`config.mk`:
```
export PLATFORM = sky130hd
export DESIGN_NAME = need_update_scheduler
export DESIGN_NICKNAME = d
export VERILOG_FILES = /design/src/rtl/need_update_scheduler.sv
export SDC_FILE = /design/constraint.sdc
export NUM_CORES = 1
export LEC_CHECK = 0
export CAP_MARGIN = 20
export CORE_UTILIZATION = 29
export CTS_BUF_LIST = sky130_fd_sc_hd__clkbuf_4
export DETAILED_ROUTE_END_ITERATION = 16
export GPL_ROUTABILITY_DRIVEN = 0
export PLACE_DENSITY = 0.54
export SETUP_SLACK_MARGIN = 0.05
export SYNTH_ARGS = -nofsm -noshare
export SYNTH_HDL_FRONTEND = slang
export SYNTH_SLANG_ARGS = --single-unit
```
`constraint.sdc`:
```
create_clock -name clk -period 2.8 [get_ports clk]
set_input_delay 0.28 -clock clk [delete_from_list [all_inputs] [get_ports clk]]
set_output_delay 0.28 -clock clk [all_outputs]
set_load 0.02 [all_outputs]
```
`src/rtl/need_update_scheduler.sv`:
```
// Funnels button presses and per-need decay timer expiries into one valid/ready update port.
// Build option SCHED_RR_EN selects round-robin within each request class; fixed priority otherwise.
module need_update_scheduler #(
  parameter int TICK_DIV         = 5000000,
  parameter int PERIOD_SALUD     = 156,
  parameter int PERIOD_ENERGIA   = 130,
  parameter int PERIOD_HAMBRE    = 91,
  parameter int PERIOD_DIVERSION = 65
) (
  input  logic       clk,
  input  logic       rst_n,
  input  logic [3:0] btn_req,
  input  logic       awake,
  input  logic       test_mode,
  output logic       upd_valid,
  input  logic       upd_ready,
  output logic [1:0] upd_idx,
  output logic       upd_op,
  output logic       upd_src,
  output logic       tick,
  output logic [7:0] pend
);

  localparam int DIV_W = 23;
  localparam logic [DIV_W-1:0] DIV_LAST = DIV_W'(TICK_DIV - 1);
  localparam logic [3:0][7:0] PER_LAST = {
    8'(PERIOD_DIVERSION - 1),
    8'(PERIOD_HAMBRE - 1),
    8'(PERIOD_ENERGIA - 1),
    8'(PERIOD_SALUD - 1)
  };
  localparam logic [1:0] IDX_ENERGIA = 2'd1;

  logic [DIV_W-1:0] div_cnt;
  logic [3:0][7:0]  per_cnt;
  logic [3:0]       pend_btn;
  logic [3:0]       pend_tmr;

  logic [3:0] btn_set;
  logic [3:0] tmr_wrap;
  logic [1:0] btn_start;
  logic [1:0] tmr_start;
  logic [2:0] btn_pick;
  logic [2:0] tmr_pick;
  logic       can_grant;
  logic       grant_btn;
  logic       grant_tmr;
  logic [1:0] win_idx;
  logic       win_op;
  logic [3:0] clr_btn;
  logic [3:0] clr_tmr;

  // Returns {found, index}; search begins at start and wraps, first hit wins.
  function automatic logic [2:0] pick(input logic [3:0] req, input logic [1:0] start);
    logic [2:0] r;
    logic [1:0] j;
    r = 3'b000;
    for (int k = 3; k >= 0; k--) begin
      j = start + 2'(k);
      if (req[j]) r = {1'b1, j};
    end
    return r;
  endfunction

  assign pend = {pend_tmr, pend_btn};

  // Energía presses are meaningless while the pet sleeps.
  assign btn_set = btn_req & {1'b1, 1'b1, awake, 1'b1};

  always_comb begin
    tmr_wrap = 4'b0000;
    for (int i = 0; i < 4; i++) begin
      tmr_wrap[i] = tick && !test_mode && (per_cnt[i] == PER_LAST[i]);
    end
  end

`ifdef SCHED_RR_EN
  logic [1:0] ptr_btn;
  logic [1:0] ptr_tmr;

  assign btn_start = ptr_btn;
  assign tmr_start = ptr_tmr;

  always_ff @(posedge clk) begin
    if (!rst_n) begin
      ptr_btn <= 2'd0;
      ptr_tmr <= 2'd0;
    end else begin
      if (grant_btn) ptr_btn <= btn_pick[1:0] + 2'd1;
      if (grant_tmr) ptr_tmr <= tmr_pick[1:0] + 2'd1;
    end
  end
`else
  assign btn_start = 2'd0;
  assign tmr_start = 2'd0;
`endif

  // Valid/ready: a command is transferred on an edge where upd_valid and upd_ready are both 1.
  // While valid is up and ready is low the command fields hold still; a new grant is only
  // taken when the port is empty or is being emptied at that same edge.
  always_comb begin
    btn_pick  = pick(pend_btn, btn_start);
    tmr_pick  = pick(pend_tmr, tmr_start);
    can_grant = !upd_valid || upd_ready;
    grant_btn = can_grant && btn_pick[2];
    grant_tmr = can_grant && !btn_pick[2] && tmr_pick[2];
    win_idx   = btn_pick[2] ? btn_pick[1:0] : tmr_pick[1:0];
    win_op    = btn_pick[2] ? 1'b1 : ((tmr_pick[1:0] == IDX_ENERGIA) && !awake);
    clr_btn   = grant_btn ? (4'b0001 << btn_pick[1:0]) : 4'b0000;
    clr_tmr   = grant_tmr ? (4'b0001 << tmr_pick[1:0]) : 4'b0000;
  end

  always_ff @(posedge clk) begin
    if (!rst_n) begin
      div_cnt <= '0;
      tick    <= 1'b0;
    end else begin
      tick    <= (div_cnt == DIV_LAST);
      div_cnt <= (div_cnt == DIV_LAST) ? '0 : div_cnt + 1'b1;
    end
  end

  always_ff @(posedge clk) begin
    if (!rst_n) begin
      per_cnt <= '0;
    end else if (tick && !test_mode) begin
      for (int i = 0; i < 4; i++) begin
        per_cnt[i] <= tmr_wrap[i] ? 8'd0 : per_cnt[i] + 8'd1;
      end
    end
  end

  // Set wins over clear so a request colliding with its own grant is kept as a new event.
  always_ff @(posedge clk) begin
    if (!rst_n) begin
      pend_btn <= 4'b0000;
      pend_tmr <= 4'b0000;
    end else begin
      pend_btn <= (pend_btn & ~clr_btn) | btn_set;
      pend_tmr <= test_mode ? 4'b0000 : ((pend_tmr & ~clr_tmr) | tmr_wrap);
    end
  end

  always_ff @(posedge clk) begin
    if (!rst_n) begin
      upd_valid <= 1'b0;
      upd_idx   <= 2'd0;
      upd_op    <= 1'b0;
      upd_src   <= 1'b0;
    end else if (can_grant) begin
      upd_valid <= btn_pick[2] || tmr_pick[2];
      if (btn_pick[2] || tmr_pick[2]) begin
        upd_idx <= win_idx;
        upd_op  <= win_op;
        upd_src <= btn_pick[2];
      end
    end
  end

endmodule

```
==> impl_metrics.tcl <==
set metrics [dict create \
    outcome "finished, final reports clean" \
    cts_sinks 69 \
    yosys.area.top_type "dfxtp_1" \
    crit_family "simple AND/OR/NAND/NOR gates" \
    slew_headroom 0.533 \
    syn_inst 352 \
    crit_required_ns 3.10 \
    dr_wl_met2_um 2880 \
    dr_wl_met3_um 282 \
    cts.root.buffer_cell "clkbuf_4" \
    r2r_end "per_cnt[29]" \
    place_inst 505 \
    min_path_type "in2reg" \
    syn_nets 369 \
    via_per_inst 4.70 \
    ff_latch_area_um2 1380 \
    slew_viol_final 0 \
    die_area_um2 11200 \
    synth_top_area_share 0.444 \
    r2r_start "per_cnt[24]" \
    tns_ns 0 \
    initial_core_util 0.300 \
    antenna_left 0 \
    tritoncts "yes" \
    vdd_ir_drop_max_mv 0.240 \
    setup_viol 0 \
    slowest_stage "or4b_1" \
    yosys_warnings 0 \
    ys_seq_area_frac 0.444 \
    rsz0062_at_grt "false" \
    antennaDiodeCount 0 \
    dp_hpwl_um 4370 \
    grt_pass1_wl_um 10800 \
    reg2reg_slack_ns 0.85 \
    mostFrequentLayoutCell "dfxtp_1" \
    finalWorstSetupSlack_ns 0.847 \
    cp_common_cell "nand2_1" \
    first_iter_violations 99 \
    top_layer "met4" \
    crit_fanout 6 \
    synth_area_per_cell_um2 8.85 \
    antenna_found_initial 0 \
    clock_skew_ns 0.0207 \
    synth_edf_count 0 \
    boundaryPins 23 \
    via_count 2447 \
    yosys.cell_types.count 44 \
    p_per_area_nw_per_um2 486 \
    portBuffers 22 \
    syn_area_um2 3110 \
    hold_violations 0 \
    reg2reg_depth 7 \
    worstSetupPathType "reg2reg" \
    power.leakage_nw 1.28 \
    cts_resized 0 \
    first_pass_iters 4 \
    grt_max_degree 24 \
    drt-total-wl_um 6170 \
    layout_common_cells "dfxtp_1, nor2_1, nand2_1" \
    grtUsageTotal 0.118 \
    drv_cap 0 \
    finalNonFillerCells 521 \
    fmax_mhz 512 \
    post_cts_buffers 0 \
    startpoint_type "register" \
    period_needed_ns 1.95 \
    multi_input_area_um2 1660 \
    die_width_um 106 \
    cp.arrival_ns 2.26 \
    clock_latency_ns 0.41 \
    area_delta_synth_final_pct 16.0 \
    drcViolationCount 0 \
    place_ws_ns 0.770 \
    hold_end "pend_btn[1]" \
    holdCritStartpoint "btn_req[1]" \
    synth_seq_cells 69 \
    grt_pass1_vias 2391 \
    ctsHoldBuffers 0 \
    grt_overflow 0 \
    clk_pin_slew_worst_paths_ns 0.12 \
    async_reset_ff_frac 0 \
    nets 397 \
    rows 37 \
    cts_buffer_depth 2 \
    wl_per_cell_um 11.8 \
    worst_pin_slew_ns 0.694 \
    core_area_um2 10400 \
    critPathBufInv 1 \
    drive_gt1_frac 0.0571 \
    die_h_um 106 \
    fillers 1093 \
    wl_met1_um 2970 \
    synth_area_leaders "dfxtp_1, xor2_1, nor2_1" \
    htree_levels 3 \
    crit_chain "inv_1, ha_1, or4b_1, nor4b_4, nand2_1, nand2_1, nor2_1" \
    cp-end-kind "register" \
    cts_buffers 9 \
    synth-main-ff-cell "dfxtp_1" \
    period_share 0.697 \
    hold_depth 3 \
    max_stage_delay_ns 0.50 \
]
layer usage:
layer / global-route usage / up-vias
li1: - / 1267
met4: 0.0268 / 0
met2: 0.197 / 40
met5: 0 / -
met1: 0.147 / 1136
met3: 0.0408 / 4
area by class of cell:
class                   count  share of cell area
well taps                 136              0.0471
repair buffers             24              0.0651
flip-flops and latches     69               0.382
multi-input cells         268               0.459
inverters                   8             0.00831
clock buffers              10              0.0208
clock inverters             6              0.0173
power by group:
part / internal [mW] / switching (mW) / leakage, nW
combinational: 0.0485 / 0.0559 / 0.649
sequential: 0.996 / 0.0124 / 0.559
clock: 0.282 / 0.363 / 0.0721
total: 1.33 / 0.431 / 1.28
sequential cells by signal (all words and copies together), names as in the netlist:
name,cells
pend_btn,4
div_cnt,23
upd_op,1
upd_idx,2
upd_src,1
pend_tmr,4
tick,1
per_cnt,32
upd_valid,1
cells in the mapped netlist, types with 8 or more instances:
| master | n |
|---|---|
| nand3_1 | 18 |
| nor2b_1 | 9 |
| nand4_1 | 13 |
| inv_1 | 8 |
| dfxtp_1 | 69 |
| xor2_1 | 28 |
| nand2_1 | 30 |
| nor2_1 | 61 |
| a21oi_1 | 12 |
| ha_1 | 8 |
| xnor2_1 | 17 |
worst min-delay path, cell delays in order:
cell and delay, ns:
clkdlybuf4s50_1 0.40, nand2_1 0.05, a21boi_0 0.07
cell families (layout without fill, tap and decap cells):
logic type,count (synthesis),in the layout,share of synthesized area
flops,69,69,0.444
xor+xnor,45,45,0.127
buf+inv,15,48,0.0237
compound gates,33,33,0.0651
fa+ha+maj,8,8,0.0321
simple gates,182,182,0.309
how the worst max path moves through the flow:
stage                           start          end  slack (ns)  cells past startpoint
after floorplan           per_cnt[24]  per_cnt[26]        1.14                      7
after global placement      test_mode  per_cnt[19]        0.82                      6
after detailed placement    test_mode  per_cnt[19]        0.77                      6
after CTS                 per_cnt[24]  per_cnt[29]        0.80                      7
after global routing      per_cnt[24]  per_cnt[29]        0.69                      7
final                     per_cnt[24]  per_cnt[29]        0.85                      7
metrics by stage:
stage | power [mW] | util | area [µm²] | hold WS, ns
finish | 1.76 | 0.348 | 3610 | 0.432
global placement | 1.14 | 0.335 | 3480 | 0.449
detailed placement | 1.14 | 0.335 | 3480 | 0.469
floorplan | 1.09 | - | 3110 | 0.404
global route | 1.84 | 0.348 | 3610 | 0.431
CTS | 1.79 | 0.348 | 3610 | 0.400
(Power assumes the default switching activity.)
